File: config.mk
export PLATFORM = sky130hd
export DESIGN_NAME = qr_feed_scheduler
export DESIGN_NICKNAME = d
export VERILOG_FILES = /design/src/rtl/qr_sched_pkg.sv /design/src/rtl/qr_wrap_counter.sv /design/src/rtl/qr_feed_scheduler.sv
export SDC_FILE = /design/constraint.sdc
export NUM_CORES = 1
export LEC_CHECK = 0
export CAP_MARGIN = 15
export CELL_PAD_IN_SITES_DETAIL_PLACEMENT = 1
export CELL_PAD_IN_SITES_GLOBAL_PLACEMENT = 1
export CORE_MARGIN = 1.5
export CORE_UTILIZATION = 25
export CTS_CLUSTER_SIZE = 16
export DETAILED_ROUTE_END_ITERATION = 7
export PLACE_DENSITY = 0.68
export SKIP_CTS_REPAIR_TIMING = 1
export SKIP_LAST_GASP = 1
export SLEW_MARGIN = 20
export SYNTH_ARGS = -nofsm -noshare
export SYNTH_HDL_FRONTEND = slang
export SYNTH_SLANG_ARGS = --single-unit
File: constraint.sdc
create_clock -name i_clk -period 2.76 [get_ports i_clk]
set_clock_uncertainty 0.15 [all_clocks]
set_input_delay 0.276 -clock i_clk [delete_from_list [all_inputs] [get_ports i_clk]]
set_output_delay 0.276 -clock i_clk [all_outputs]
set_load 0.01 [all_outputs]
File: src/rtl/qr_sched_pkg.sv
// qr_sched_pkg: shared constants and the state type for the QR feed scheduler.
package qr_sched_pkg;

  localparam int QR_DATA_W         = 48;
  localparam int DEF_WORDS_PER_GRP = 200;   // 10 RE x 20 words
  localparam int DEF_OUTS_PER_GRP  = 10;    // engine result beats per group
  localparam int DEF_GRPS_PER_PKT  = 100;   // 1000 RE per packet
  localparam int DEF_TIMEOUT_CYC   = 4096;  // DRAIN watchdog limit

  typedef enum logic [1:0] {
    ST_IDLE  = 2'd0,
    ST_FEED  = 2'd1,
    ST_DRAIN = 2'd2,
    ST_DONE  = 2'd3
  } sched_state_e;

endpackage

File: src/rtl/qr_wrap_counter.sv
// qr_wrap_counter: counts 0..MAX on inc_i, wraps to 0 after MAX; clr_i wins over inc_i.
module qr_wrap_counter #(
  parameter int MAX = 1,
  localparam int W = (MAX < 1) ? 1 : $clog2(MAX + 1)
) (
  input  logic         clk_i,
  input  logic         rst_i,
  input  logic         inc_i,
  input  logic         clr_i,
  output logic [W-1:0] cnt_o,
  output logic         at_max_o
);

  localparam logic [W-1:0] MAX_V = W'(MAX);
  localparam logic [W-1:0] ONE_V = W'(1);

  logic [W-1:0] cnt_q, cnt_d;

  // Next count: clear, else wrap-increment.
  always_comb begin
    cnt_d = cnt_q;
    if (clr_i) begin
      cnt_d = '0;
    end else if (inc_i) begin
      cnt_d = (cnt_q == MAX_V) ? '0 : cnt_q + ONE_V;
    end
  end

  // Count register.
  always_ff @(posedge clk_i or posedge rst_i) begin
    if (rst_i) cnt_q <= '0;
    else       cnt_q <= cnt_d;
  end

  assign cnt_o    = cnt_q;
  assign at_max_o = (cnt_q == MAX_V);

endmodule

File: src/rtl/qr_feed_scheduler.sv
// qr_feed_scheduler: feeds QR_Engine in groups of WORDS_PER_GRP words, waits for the
// engine's last output of each group, and repeats for GRPS_PER_PKT groups.
// Optional macro QR_SCHED_TIMEOUT_EN adds a DRAIN watchdog (o_timeout); without it
// DRAIN waits indefinitely and o_timeout is tied 0.
//
// Handshake: a word moves from upstream when i_src_vld and o_src_rdy are both high on a
// rising clock edge; o_src_rdy depends only on state (high throughout FEED), never on
// i_src_vld. A word offered in the same cycle as i_abort is consumed and discarded.
module qr_feed_scheduler
  import qr_sched_pkg::*;
#(
  parameter int WORDS_PER_GRP = DEF_WORDS_PER_GRP,
  parameter int OUTS_PER_GRP  = DEF_OUTS_PER_GRP,
  parameter int GRPS_PER_PKT  = DEF_GRPS_PER_PKT,
  parameter int TIMEOUT_CYC   = DEF_TIMEOUT_CYC
) (
  input  logic                                i_clk,
  input  logic                                i_rst,
  input  logic                                i_start,
  input  logic                                i_abort,
  input  logic                                i_src_vld,
  input  logic [QR_DATA_W-1:0]                i_src_data,
  output logic                                o_src_rdy,
  output logic                                o_eng_trig,
  output logic [QR_DATA_W-1:0]                o_eng_data,
  input  logic                                i_eng_rd_vld,
  input  logic                                i_eng_last,
  output logic                                o_busy,
  output logic                                o_done,
  output logic [$clog2(GRPS_PER_PKT+1)-1:0]   o_grp_cnt,
  output logic                                o_err,
  output logic                                o_timeout,
  output logic [1:0]                          o_dbg_state
);

  localparam int WW = $clog2(WORDS_PER_GRP);
  localparam int OW = $clog2(OUTS_PER_GRP);
  localparam int GW = $clog2(GRPS_PER_PKT + 1);
  localparam logic [GW-1:0] LAST_GRP = GW'(GRPS_PER_PKT - 1);

  sched_state_e          state_q, state_d;
  logic                  xfer, pkt_start, err_set, tmo_set, grp_inc, out_clr, cnt_clr;
  logic                  word_at_max, out_at_max, grp_at_max, tmo_at_max;
  logic [WW-1:0]         word_cnt;
  logic [OW-1:0]         out_cnt;
  logic [GW-1:0]         grp_cnt;
  logic                  trig_q, err_q;
  logic [QR_DATA_W-1:0]  data_q;
  logic                  unused_bits;

  // The abort cycle drops any word on the bus so nothing reaches the engine afterwards.
  assign xfer    = i_src_vld && (state_q == ST_FEED) && !i_abort;
  assign cnt_clr = i_abort || pkt_start;

  // Next state, error detection and counter control.
  always_comb begin
    state_d   = state_q;
    pkt_start = 1'b0;
    err_set   = 1'b0;
    tmo_set   = 1'b0;
    grp_inc   = 1'b0;
    out_clr   = 1'b0;
    if (i_abort) begin
      state_d = ST_IDLE;
    end else begin
      case (state_q)
        ST_IDLE, ST_DONE: begin
          if (i_start) begin
            state_d   = ST_FEED;
            pkt_start = 1'b1;
          end else if (i_eng_last || i_eng_rd_vld) begin
            err_set = 1'b1;
          end
        end
        ST_FEED: begin
          if (i_eng_last) err_set = 1'b1;
          if (xfer && word_at_max) state_d = ST_DRAIN;
        end
        ST_DRAIN: begin
          if (i_eng_last) begin
            grp_inc = 1'b1;
            out_clr = 1'b1;
            // last must land on the final expected result beat of the group
            if (!(i_eng_rd_vld && out_at_max)) err_set = 1'b1;
            state_d = (grp_cnt == LAST_GRP) ? ST_DONE : ST_FEED;
          end else if (tmo_at_max) begin
            tmo_set = 1'b1;
            err_set = 1'b1;
            out_clr = 1'b1;
            state_d = ST_IDLE;
          end
        end
        default: state_d = ST_IDLE;
      endcase
    end
  end

  // State register.
  always_ff @(posedge i_clk or posedge i_rst) begin
    if (i_rst) state_q <= ST_IDLE;
    else       state_q <= state_d;
  end

  // Engine feed: one-cycle registered copy of each accepted word; data holds otherwise.
  always_ff @(posedge i_clk or posedge i_rst) begin
    if (i_rst) begin
      trig_q <= 1'b0;
      data_q <= '0;
    end else begin
      trig_q <= xfer;
      if (xfer) data_q <= i_src_data;
    end
  end

  // Sticky protocol error, cleared only when a new packet starts.
  always_ff @(posedge i_clk or posedge i_rst) begin
    if (i_rst)          err_q <= 1'b0;
    else if (pkt_start) err_q <= 1'b0;
    else if (err_set)   err_q <= 1'b1;
  end

  qr_wrap_counter #(.MAX(WORDS_PER_GRP - 1)) u_word_cnt (
    .clk_i(i_clk), .rst_i(i_rst), .inc_i(xfer), .clr_i(cnt_clr),
    .cnt_o(word_cnt), .at_max_o(word_at_max)
  );

  qr_wrap_counter #(.MAX(OUTS_PER_GRP - 1)) u_out_cnt (
    .clk_i(i_clk), .rst_i(i_rst),
    .inc_i(i_eng_rd_vld && ((state_q == ST_FEED) || (state_q == ST_DRAIN))),
    .clr_i(cnt_clr || out_clr),
    .cnt_o(out_cnt), .at_max_o(out_at_max)
  );

  qr_wrap_counter #(.MAX(GRPS_PER_PKT)) u_grp_cnt (
    .clk_i(i_clk), .rst_i(i_rst), .inc_i(grp_inc), .clr_i(cnt_clr),
    .cnt_o(grp_cnt), .at_max_o(grp_at_max)
  );

`ifdef QR_SCHED_TIMEOUT_EN
  localparam int TW = $clog2(TIMEOUT_CYC);
  logic [TW-1:0] tmo_cnt;
  logic          tmo_q;

  qr_wrap_counter #(.MAX(TIMEOUT_CYC - 1)) u_tmo_cnt (
    .clk_i(i_clk), .rst_i(i_rst),
    .inc_i(state_q == ST_DRAIN), .clr_i(state_d != ST_DRAIN),
    .cnt_o(tmo_cnt), .at_max_o(tmo_at_max)
  );

  // Sticky watchdog flag, cleared when a new packet starts.
  always_ff @(posedge i_clk or posedge i_rst) begin
    if (i_rst)          tmo_q <= 1'b0;
    else if (pkt_start) tmo_q <= 1'b0;
    else if (tmo_set)   tmo_q <= 1'b1;
  end

  assign o_timeout   = tmo_q;
  assign unused_bits = ^{word_cnt, out_cnt, grp_at_max, tmo_cnt};
`else
  assign tmo_at_max  = 1'b0;
  assign o_timeout   = 1'b0;
  assign unused_bits = ^{word_cnt, out_cnt, grp_at_max, tmo_set, (TIMEOUT_CYC > 0)};
`endif

  assign o_src_rdy   = (state_q == ST_FEED);
  assign o_eng_trig  = trig_q;
  assign o_eng_data  = data_q;
  assign o_busy      = (state_q == ST_FEED) || (state_q == ST_DRAIN);
  assign o_done      = (state_q == ST_DONE);
  assign o_grp_cnt   = grp_cnt;
  assign o_err       = err_q;
  assign o_dbg_state = state_q;

endmodule
-- Word level (Yosys, flattened, before mapping)
Cells that the tools add are included.
- bits in registers: 71
- input bits: 55
- output and inout port bits: 63
- logic and storage cells: 66
- add/subtract/negate cells: 3
- equality and inequality tests: 10
- multiplexer cells: 29
- reduce and logical (&&, ||, !) cells: 17
- operators by type and width (kind ; number):
    2-to-1 mux 8 bit ; 3
    2-to-1 mux 7 bit ; 3
    == test 7 bit (second input constant) ; 2
    2-to-1 mux 1 bit ; 13
    2-to-1 mux 4 bit ; 3
    2-to-1 mux 2 bit ; 5
    adder 8 x 1 -> 8 bit (second input constant) ; 1
    == test 8 bit (second input constant) ; 1
    nonzero test 2 bit ; 4
    adder 7 x 1 -> 7 bit (second input constant) ; 1
    inequality test 3 bit (second input constant) ; 2
    case mux 2 bit (3 select lines) ; 1
    logical AND 1 bit ; 5
    adder 4 x 1 -> 4 bit (second input constant) ; 1
    == test 2 bit (second input constant) ; 2
    == test 4 bit (second input constant) ; 1
    logical OR 1 bit ; 4
    inequality test 3 x 2 -> 1 bit (second input constant) ; 1
    case mux 1 bit (3 select lines) ; 1
    AND reduction 3 bit ; 1
    == test 2 x 1 -> 1 bit (second input constant) ; 1
    logical NOT 2 bit ; 1
    OR reduction 2 bit ; 1
    logical NOT 1 bit ; 1

-- Depth between registers and ports, before layout
- word-level depth: 8
- mapped depth: 8
- gate-level depth less buffers: 7

-- Hierarchy
A second synthesis with hierarchy kept.
- cell total of the unflattened synthesis: 264
- area, all modules: 3296.9 µm²
- by module, submodules not included (module ; instances ; cells an instance ; area each (µm²) ; sequential area each (µm²)):
    qr_feed_scheduler ; 1 ; 143 ; 2164.6 ; 1301.2
    qr_wrap_counter at u_word_cnt ; 1 ; 49 ; 466.7 ; 200.2
    qr_wrap_counter at u_grp_cnt ; 1 ; 46 ; 419.2 ; 175.2
    qr_wrap_counter at u_out_cnt ; 1 ; 26 ; 246.5 ; 100.1

-- Least setup slack after synthesis
Ideal clock, no wire load.
- kind: flip-flop to flip-flop
- start: register state_q[0] (netlist: o_dbg_state[0])
- end: register u_word_cnt.cnt_q[7] (netlist: u_word_cnt.cnt_o[7])
- setup time: 0.082 ns
- data arrival time: 1.773 ns
- required time: 2.528 ns
- path slack: 0.755 ns
- stages on the path, launching flop included: 9
- path buffers: 2
- clock period less this slack: 2.005 ns
- cells stage by stage: dfrtp_1 inv_1 ha_1 buf_6 a21o_1 buf_6 a211oi_4 o21ai_0 a31oi_1
- cells in the longest elaborated chain, start to end: 6
- elaborated cells between the ends (all ways): 11
- those cells by class: eq/ne (2); mux (3); reduce/logical (6)
- RTL lines (element ; RTL line ; source):
    start: declaration ; qr_feed_scheduler.sv:41 ; sched_state_e state_q, state_d;
    start signal: assignment ; qr_feed_scheduler.sv:101 ; else state_q <= state_d;
    == test 2 bit or logical NOT 2 bit (tied branches) ; qr_feed_scheduler.sv:66 ; case (state_q)
    OR reduction 2 bit ; qr_feed_scheduler.sv:66 ;
    2-to-1 mux 1 bit ; qr_feed_scheduler.sv:66 ;
    2-to-1 mux 1 bit ; qr_feed_scheduler.sv:63 ; if (i_abort) begin
    logical OR 1 bit ; qr_feed_scheduler.sv:53 ; assign cnt_clr = i_abort || pkt_start;
    2-to-1 mux 8 bit or nonzero test 2 bit (tied branches) ; -- ;
    end signal: assignment ; qr_wrap_counter.sv:32 ; else cnt_q <= cnt_d;
    end: declaration ; qr_wrap_counter.sv:17 ; logic [W-1:0] cnt_q, cnt_d;
Parallel ways exist; a longest one is shown, timed or not.
A chain may end at the register's enable or synchronous reset.

-- Worst setup path in the final report
- start: register state_q[0] (netlist: o_dbg_state[0])
- end: output port o_busy
- cells in the longest elaborated chain, start to end: 2
- elaborated cells between the ends (all ways): 3
- those cells by class: eq/ne (2); reduce/logical (1)
- RTL lines (element ; RTL line ; source):
    == test 2 x 1 -> 1 bit or == test 2 bit (tied branches) ; -- ;
    logical OR 1 bit * ; qr_feed_scheduler.sv:168 ; assign o_busy = (state_q == ST_FEED) || (state_q == ST_DRAIN);
    end: declaration ; qr_feed_scheduler.sv:28 ; output logic o_busy,
Mark *: on every way between the ends. The rest lies on a longest branch, timed or not.

==> flow_summary.toml <==
[place]
gp_congestion = 0.804
dp_slack_ns = 0.583
dpl_cell_area_sq_um = 4550
placement.io_buffers = 116
post-dp-hpwl_mm = 6.42

[power]
p_leak_nw = 2.30
p_per_area_nw_per_um2 = 920
peakVddDrop_mv = 0.382

[detailed_routing]
postRouteAntennaNets = 0
first_pass_iters = 4
wl_mm = 9.16
drtIter0Drc = 79
vias = 2858
wl_per_cell_um = 14.1
drc_errors = 0
via_per_inst = 4.40

[global_route]
grt_overflow = 0
grt_pass1_wl_mm = 15.0
grt_usage_pct = 14.6
grt_pass1_vias = 2954
antenna_found_initial = 0
grt_max_degree = 50

[synth]
ys_warn_count = 0
syn_nets = 418
yosysMostFrequentCell = "nand2_1"
synth_edf_count = 0
ys_seq_elements = 71
synthFlopType = "dfrtp_1"
async_reset_ff_share_pct = 100
netlist_area_sq_um = 3200
syn-instance-count = 354
yosysTopAreaCell = "dfrtp_1"
synth_cell_types = 41
synth_common_cells = "nand2_1, dfrtp_1, a21oi_1"
yosysSeqAreaShare_pct = 55.6
synth.top_cells.by_area = "dfrtp_1, nand2_1, ha_1"
syn_area_per_cell_sq_um = 9.03
synth_top_area_share_pct = 55.6

[setup_path]
critPathKind = "reg2out"
end_kind = "output port"
crit_fanout = 9
crit_path_start_kind = "flop"
slowest_stage = "clkdlybuf4s50_1"
crit_arrival_ns = 1.88
critPathMaxStageDelay_ns = 0.54
cp_data_required_time_ns = 2.33
path_cells = "inv_1 -> ha_1 -> inv_1 -> clkdlybuf4s50_1"
crit_top_cell = "inv_1"

[timing]
finalWorstSetupSlack_ns = 0.450
slew_headroom_pct = 62.5
tns_ns = 0
holdWs_ns = 0.164
hold_viol = 0
rsz0062_at_grt = "no"
drv_slew = 0
setup_viol = 0
max_freq_mhz = 433
min_period_ns = 2.31
tightest_slew_ns = 0.561
post-route-period-util_pct = 83.7

[floorplan]
rows = 41
dieWidth_um = 116
io_pins = 118
core_sq_um = 12600
dieArea_sq_um = 13500
die_h_um = 116
start_util_pct = 25.4

[finish]
nets = 536
antenna_cells = 0
multiInputGateArea_sq_um = 1300
final_cell_area_sq_um = 4850
utilization_pct = 38.6
drive_above_1_share_pct = 6.29
area_delta_synth_final_pct = 51.5
num-fill-cells = 1452
seqCellArea_sq_um = 1780

[clock_tree]
root_buffer = "clkbuf_16"
cts_tree = "done"
clock_sinks = 71
cts_made_buffers = 9
path_clk_slew_ns = 0.06
clockBufferDepth = 2
htree_num_levels = 3
insertion_delay_ns = 0.33

[status]
status = "finished, final reports clean"

[min_path]
holdCritPathClass = "in2async"

[job]
cap_violations = 0
[layout make-up]
type                            instances  area share (%)
Tap cell                              172            4.44
Multi-Input combinational cell        258            26.9
Timing Repair Buffer                  121            25.0
Inverter                               11           0.852
Clock inverter                          6            1.24
Clock buffer                           10            4.93
Sequential cell                        71            36.7
[cell families (layout without fill, tap and decap cells)]
family          Yosys count  count (layout)  synth area share (%)
simple gates            199             199                  26.3
flops                    71              71                  55.6
compound gates           46              46                  9.82
buf+inv                  25             148                  3.72
fa+ha+maj                 9               9                  3.52
mux                       2               2                 0.665
other cells               1               1                 0.117
xor+xnor                  1               1                 0.274
[per-stage QoR]
| step | power [mW] | std cells |
|---|---|---|
| global placement | 3.28 | 633 |
| detailed placement | 3.33 | 633 |
| finish | 4.46 | 649 |
| global route | 4.78 | 649 |
| floorplan | 2.30 | 354 |
| CTS | 4.54 | 649 |
[critical path, delay by kind of cell (launching register included)]
kind	cells	cell delay (ns)
adder cells (fa/ha/maj)	1	0.40
buffers and inverters	3	0.73
flip-flops	1	0.42
[where the power goes]
part           switching [mW]  internal, mW
Combinational           0.764         0.902
Sequential              0.214          1.41
Clock                   0.448         0.719
[final timing paths]
path                            slack, ns                              end  cells after the start                        from
worst max-delay path                 0.45                           o_busy                      4  o_dbg_state[0]$_DFFE_PP0P_
worst min-delay path                 0.16       o_eng_data[11]$_DFFE_PP0P_                      2                       i_rst
worst max register to register       0.56  u_word_cnt.cnt_o[6]$_DFFE_PP0P_                      6  o_dbg_state[0]$_DFFE_PP0P_
worst min register to register       0.32       o_eng_data[39]$_DFFE_PP0P_                      2  o_eng_data[39]$_DFFE_PP0P_
max in group asynchronous            1.69       o_eng_data[10]$_DFFE_PP0P_                      3                       i_rst
min in group i_clk                   0.32       o_eng_data[21]$_DFFE_PP0P_                      3              i_src_data[21]
[sequential cells by signal, indices dropped and copies added (netlist names)]
| register | cells |
|---|---|
| u_grp_cnt.cnt_o | 7 |
| o_eng_data | 48 |
| u_word_cnt.cnt_o | 8 |
| u_out_cnt.cnt_o | 4 |
| o_err | 1 |
| o_dbg_state | 2 |
| o_eng_trig | 1 |
[layer usage]
layer	global-route usage (%)	part of all wire (%)	vias to the layer above
li1	-	-	1389
met1	18.3	44	1383
met2	22.8	47	77
met3	5.14	6.8	9
met4	6.26	1.6	0
met5	0	0	-
[cells in the final DEF, fill, tap and decap left out, types with 8 or more instances in the layout]
| cell type | netlist | final |
|---|---|---|
| a21oi_1 | 14 | 14 |
| and3_1 | 9 | 9 |
| clkbuf_16 | 0 | 9 |
| clkdlybuf4s50_1 | 0 | 116 |
| dfrtp_1 | 71 | 71 |
| ha_1 | 9 | 9 |
| inv_1 | 11 | 10 |
| nand2_1 | 158 | 158 |
| nor2_1 | 12 | 12 |
| o21ai_0 | 8 | 8 |
Power figures use the tool's default switching activity.
==> patch, RTL diff (same flow settings) <==
The option `QR_SCHED_TIMEOUT_EN` is turned on by a define.
--- a/src/rtl/qr_feed_scheduler.sv
+++ b/src/rtl/qr_feed_scheduler.sv
@@ -8,2 +8,4 @@
 // i_src_vld. A word offered in the same cycle as i_abort is consumed and discarded.
+`define QR_SCHED_TIMEOUT_EN
+
 module qr_feed_scheduler
Formal check against the unedited RTL: no difference found for any inputs over 10 cycles, from zero or initial values and one cycle with i_rst high; that may be too few to reach the edited logic, so the function may still have changed.
==> patch against the unedited design <==
Largest power group unchanged. Synthesized area rose by 25%. Design area rose by 18%. Power rose by 12%. Critical endpoint is now u_tmo_cnt.cnt_o[11]. Highest routed layer unchanged. Register-to-register slack got worse by 300 ps. Worst setup slack got worse by 200 ps. Wire length rose by 26%. Sequential cell count rose by 13. Clock power fell by 3%.
==> patch: results (changes against the unedited design) <==
Outcome
  • Status: completed

Worst setup path
  • Reg2Reg Setup Slack: 260 ps (-300 ps)
  • Arrival @ worst endpoint: 2590 ps (+710 ps)
  • R2R depth: 6 (unchanged)
  • RR Endpoint: u_tmo_cnt.cnt_o[11]
  • Reg-to-reg startpoint: o_dbg_state[0]
  • CP max FO: 12 (+3)

Logic synthesis
  • Post-synthesis sequential area ratio: 52.8% (-2.8 points)
  • Post-synthesis cell type count: 55 (+34%)
  • Top post-synthesis cells by area: dfrtp_1 53%, nand2_1 16%, ha_1 2.8%, nor3_1 2.5%, nor2_1 1.7%
  • Ys Warns: 0 (unchanged)
  • Syn_nets: 509 (+22%)
  • Synth top cells by count: 166 x nand2_1, 84 x dfrtp_1, 20 x nor3_1
  • Ys async rst share: 100% (unchanged)
  • Top FF cell, synth: dfrtp_1

Placement
  • Routability cong.: 0.785 (-2.4%)
  • I/O Buffers: 117 (+0.86%)
  • DP HPWL: 8500 um (+32%)
  • DP Area: 0.00544 sq mm (+20%)
  • Pre-CTS setup slack: 235 ps (-348 ps)

Power and ir drop
  • Leak: 0.00255 uW (+11%)
  • VDD IR max: 0.400 mV (+4.6%)
  • Int Pwr: 3260 uW (+7.6%)

Timing
  • Measured slew at the worst slew-check pin: 979 ps (+418 ps)
  • Hold_ws: 131 ps (-33.0 ps)
  • Final min period: 2500 ps (+195 ps)
  • Count of final setup violators: 0 (unchanged)

Clock tree
  • Clk_lat worst skew: 340 ps
  • CTS Buf Count: 9 (unchanged)
  • Bufs on Longest Clock Path: 2 (unchanged)
  • CTS clock-pin slew for the worst setup and hold paths: 60 ps (about the same)
  • Clock H-tree levels: 3 (unchanged)
  • Root Driver: clkbuf_16

Detailed routing
  • Routed WL per cell: 14.8 um (+4.9%)
  • Drt initial violations: 91 (+15%)
  • Pre-Repair DR Iteration Count: 4 (unchanged)
  • Vias: 3646 (+28%)

Worst hold path
  • Hold crit path type: in -> async

Cells and area
  • Largest register FFs: 48 (unchanged)
  • Filler cells: 1770 (+22%)
  • Final nets: 628 (+17%)
  • Layout cells sized above 1: 5.62% (-0.67 points)
  • ANT cells: 0 (unchanged)

Global routing
  • First-pass GRT wire length: 19200 um (+28%)
  • Met1 Usage GRT: 17.5% (-0.80 points)
  • GRT Util Overall: 14.6% (about the same)
  • Met3 GRT Util: 3.59% (-1.5 points)
  • Met2 usage: 25.1% (+2.3 points)
  • Vias in the first global route: 3885 (+32%)
  • Largest net degree at the start of global routing: 41 (-18%)
  • Initial antenna violation count: 0 (unchanged)

Job
  • Max cap viols: 0 (unchanged)
-- patch: changes by cell type after synthesis, moves of 7 or more --
| cell | before | now |
|---|---|---|
| nor3_1 | 5 | 20 |
| clkbuf_1 | 6 | 15 |
| nand4_1 | 0 | 7 |
| dfrtp_1 | 71 | 84 |
| nand2_1 | 158 | 166 |
-- patch: per-stage QoR --
step	utilization, %	cells
after floorplan	-	445
after global placement	35.4	764
after detailed placement	35.4	764
after CTS	37.1	780
after global routing	37.1	780
final	37.1	780
-- patch: worst max-delay path by stage --
stage | end | cells past startpoint | startpoint
finish | u_tmo_cnt.cnt_o[11] | 6 | o_dbg_state[0]
CTS | u_tmo_cnt.cnt_o[8] | 6 | o_dbg_state[0]
global route | u_tmo_cnt.cnt_o[0] | 6 | o_dbg_state[0]
detailed placement | u_tmo_cnt.cnt_o[11] | 6 | o_dbg_state[0]
global placement | u_tmo_cnt.cnt_o[0] | 5 | i_start
floorplan | o_dbg_state[0] | 1 | i_rst
-- patch: layer usage --
metal  share of wire, %  wire length, um
met1                 43             5020
met2                 50             5770
met3                4.8              555
met4                1.8              206
met5                  0                0
-- patch: cells by family after synthesis --
family          share of synthesized area, %
compound gates                          10.4
xor+xnor                                1.98
fa+ha+maj                               2.83
buf+inv                                 3.17
flops                                   52.8
mux                                    0.251
simple gates                            28.6
-- patch: final cells by class --
class | count | area [sq um] | share of cell area [%]
multi-input combinational | 330 | 1760 | 30.7
inverter | 12 | 46.3 | 0.811
sequential | 84 | 2100 | 36.8
tap | 211 | 264 | 4.62
timing repair buffer | 127 | 1270 | 22.3
clock inverter | 5 | 27.5 | 0.482
clock buffer | 11 | 243 | 4.25
-- patch: power by group through the flow --
| stage | logic, uW | clock network [uW] | registers (uW) |
|---|---|---|---|
| after global placement | 2050 | 0 | 1820 |
| after CTS | 2120 | 1170 | 1820 |
| after global routing | 2280 | 1230 | 1870 |
| after detailed placement | 2110 | 0 | 1840 |
| after floorplan | 824 | 0 | 1980 |
| final | 2070 | 1130 | 1810 |
-- patch: critical path, stage by stage, from the launching register on --
cell and delay (ps):
dfrtp_1 460, inv_1 70, ha_1 290, or3b_1 370, a221oi_1 300, o211ai_1 430
a211oi_1 320
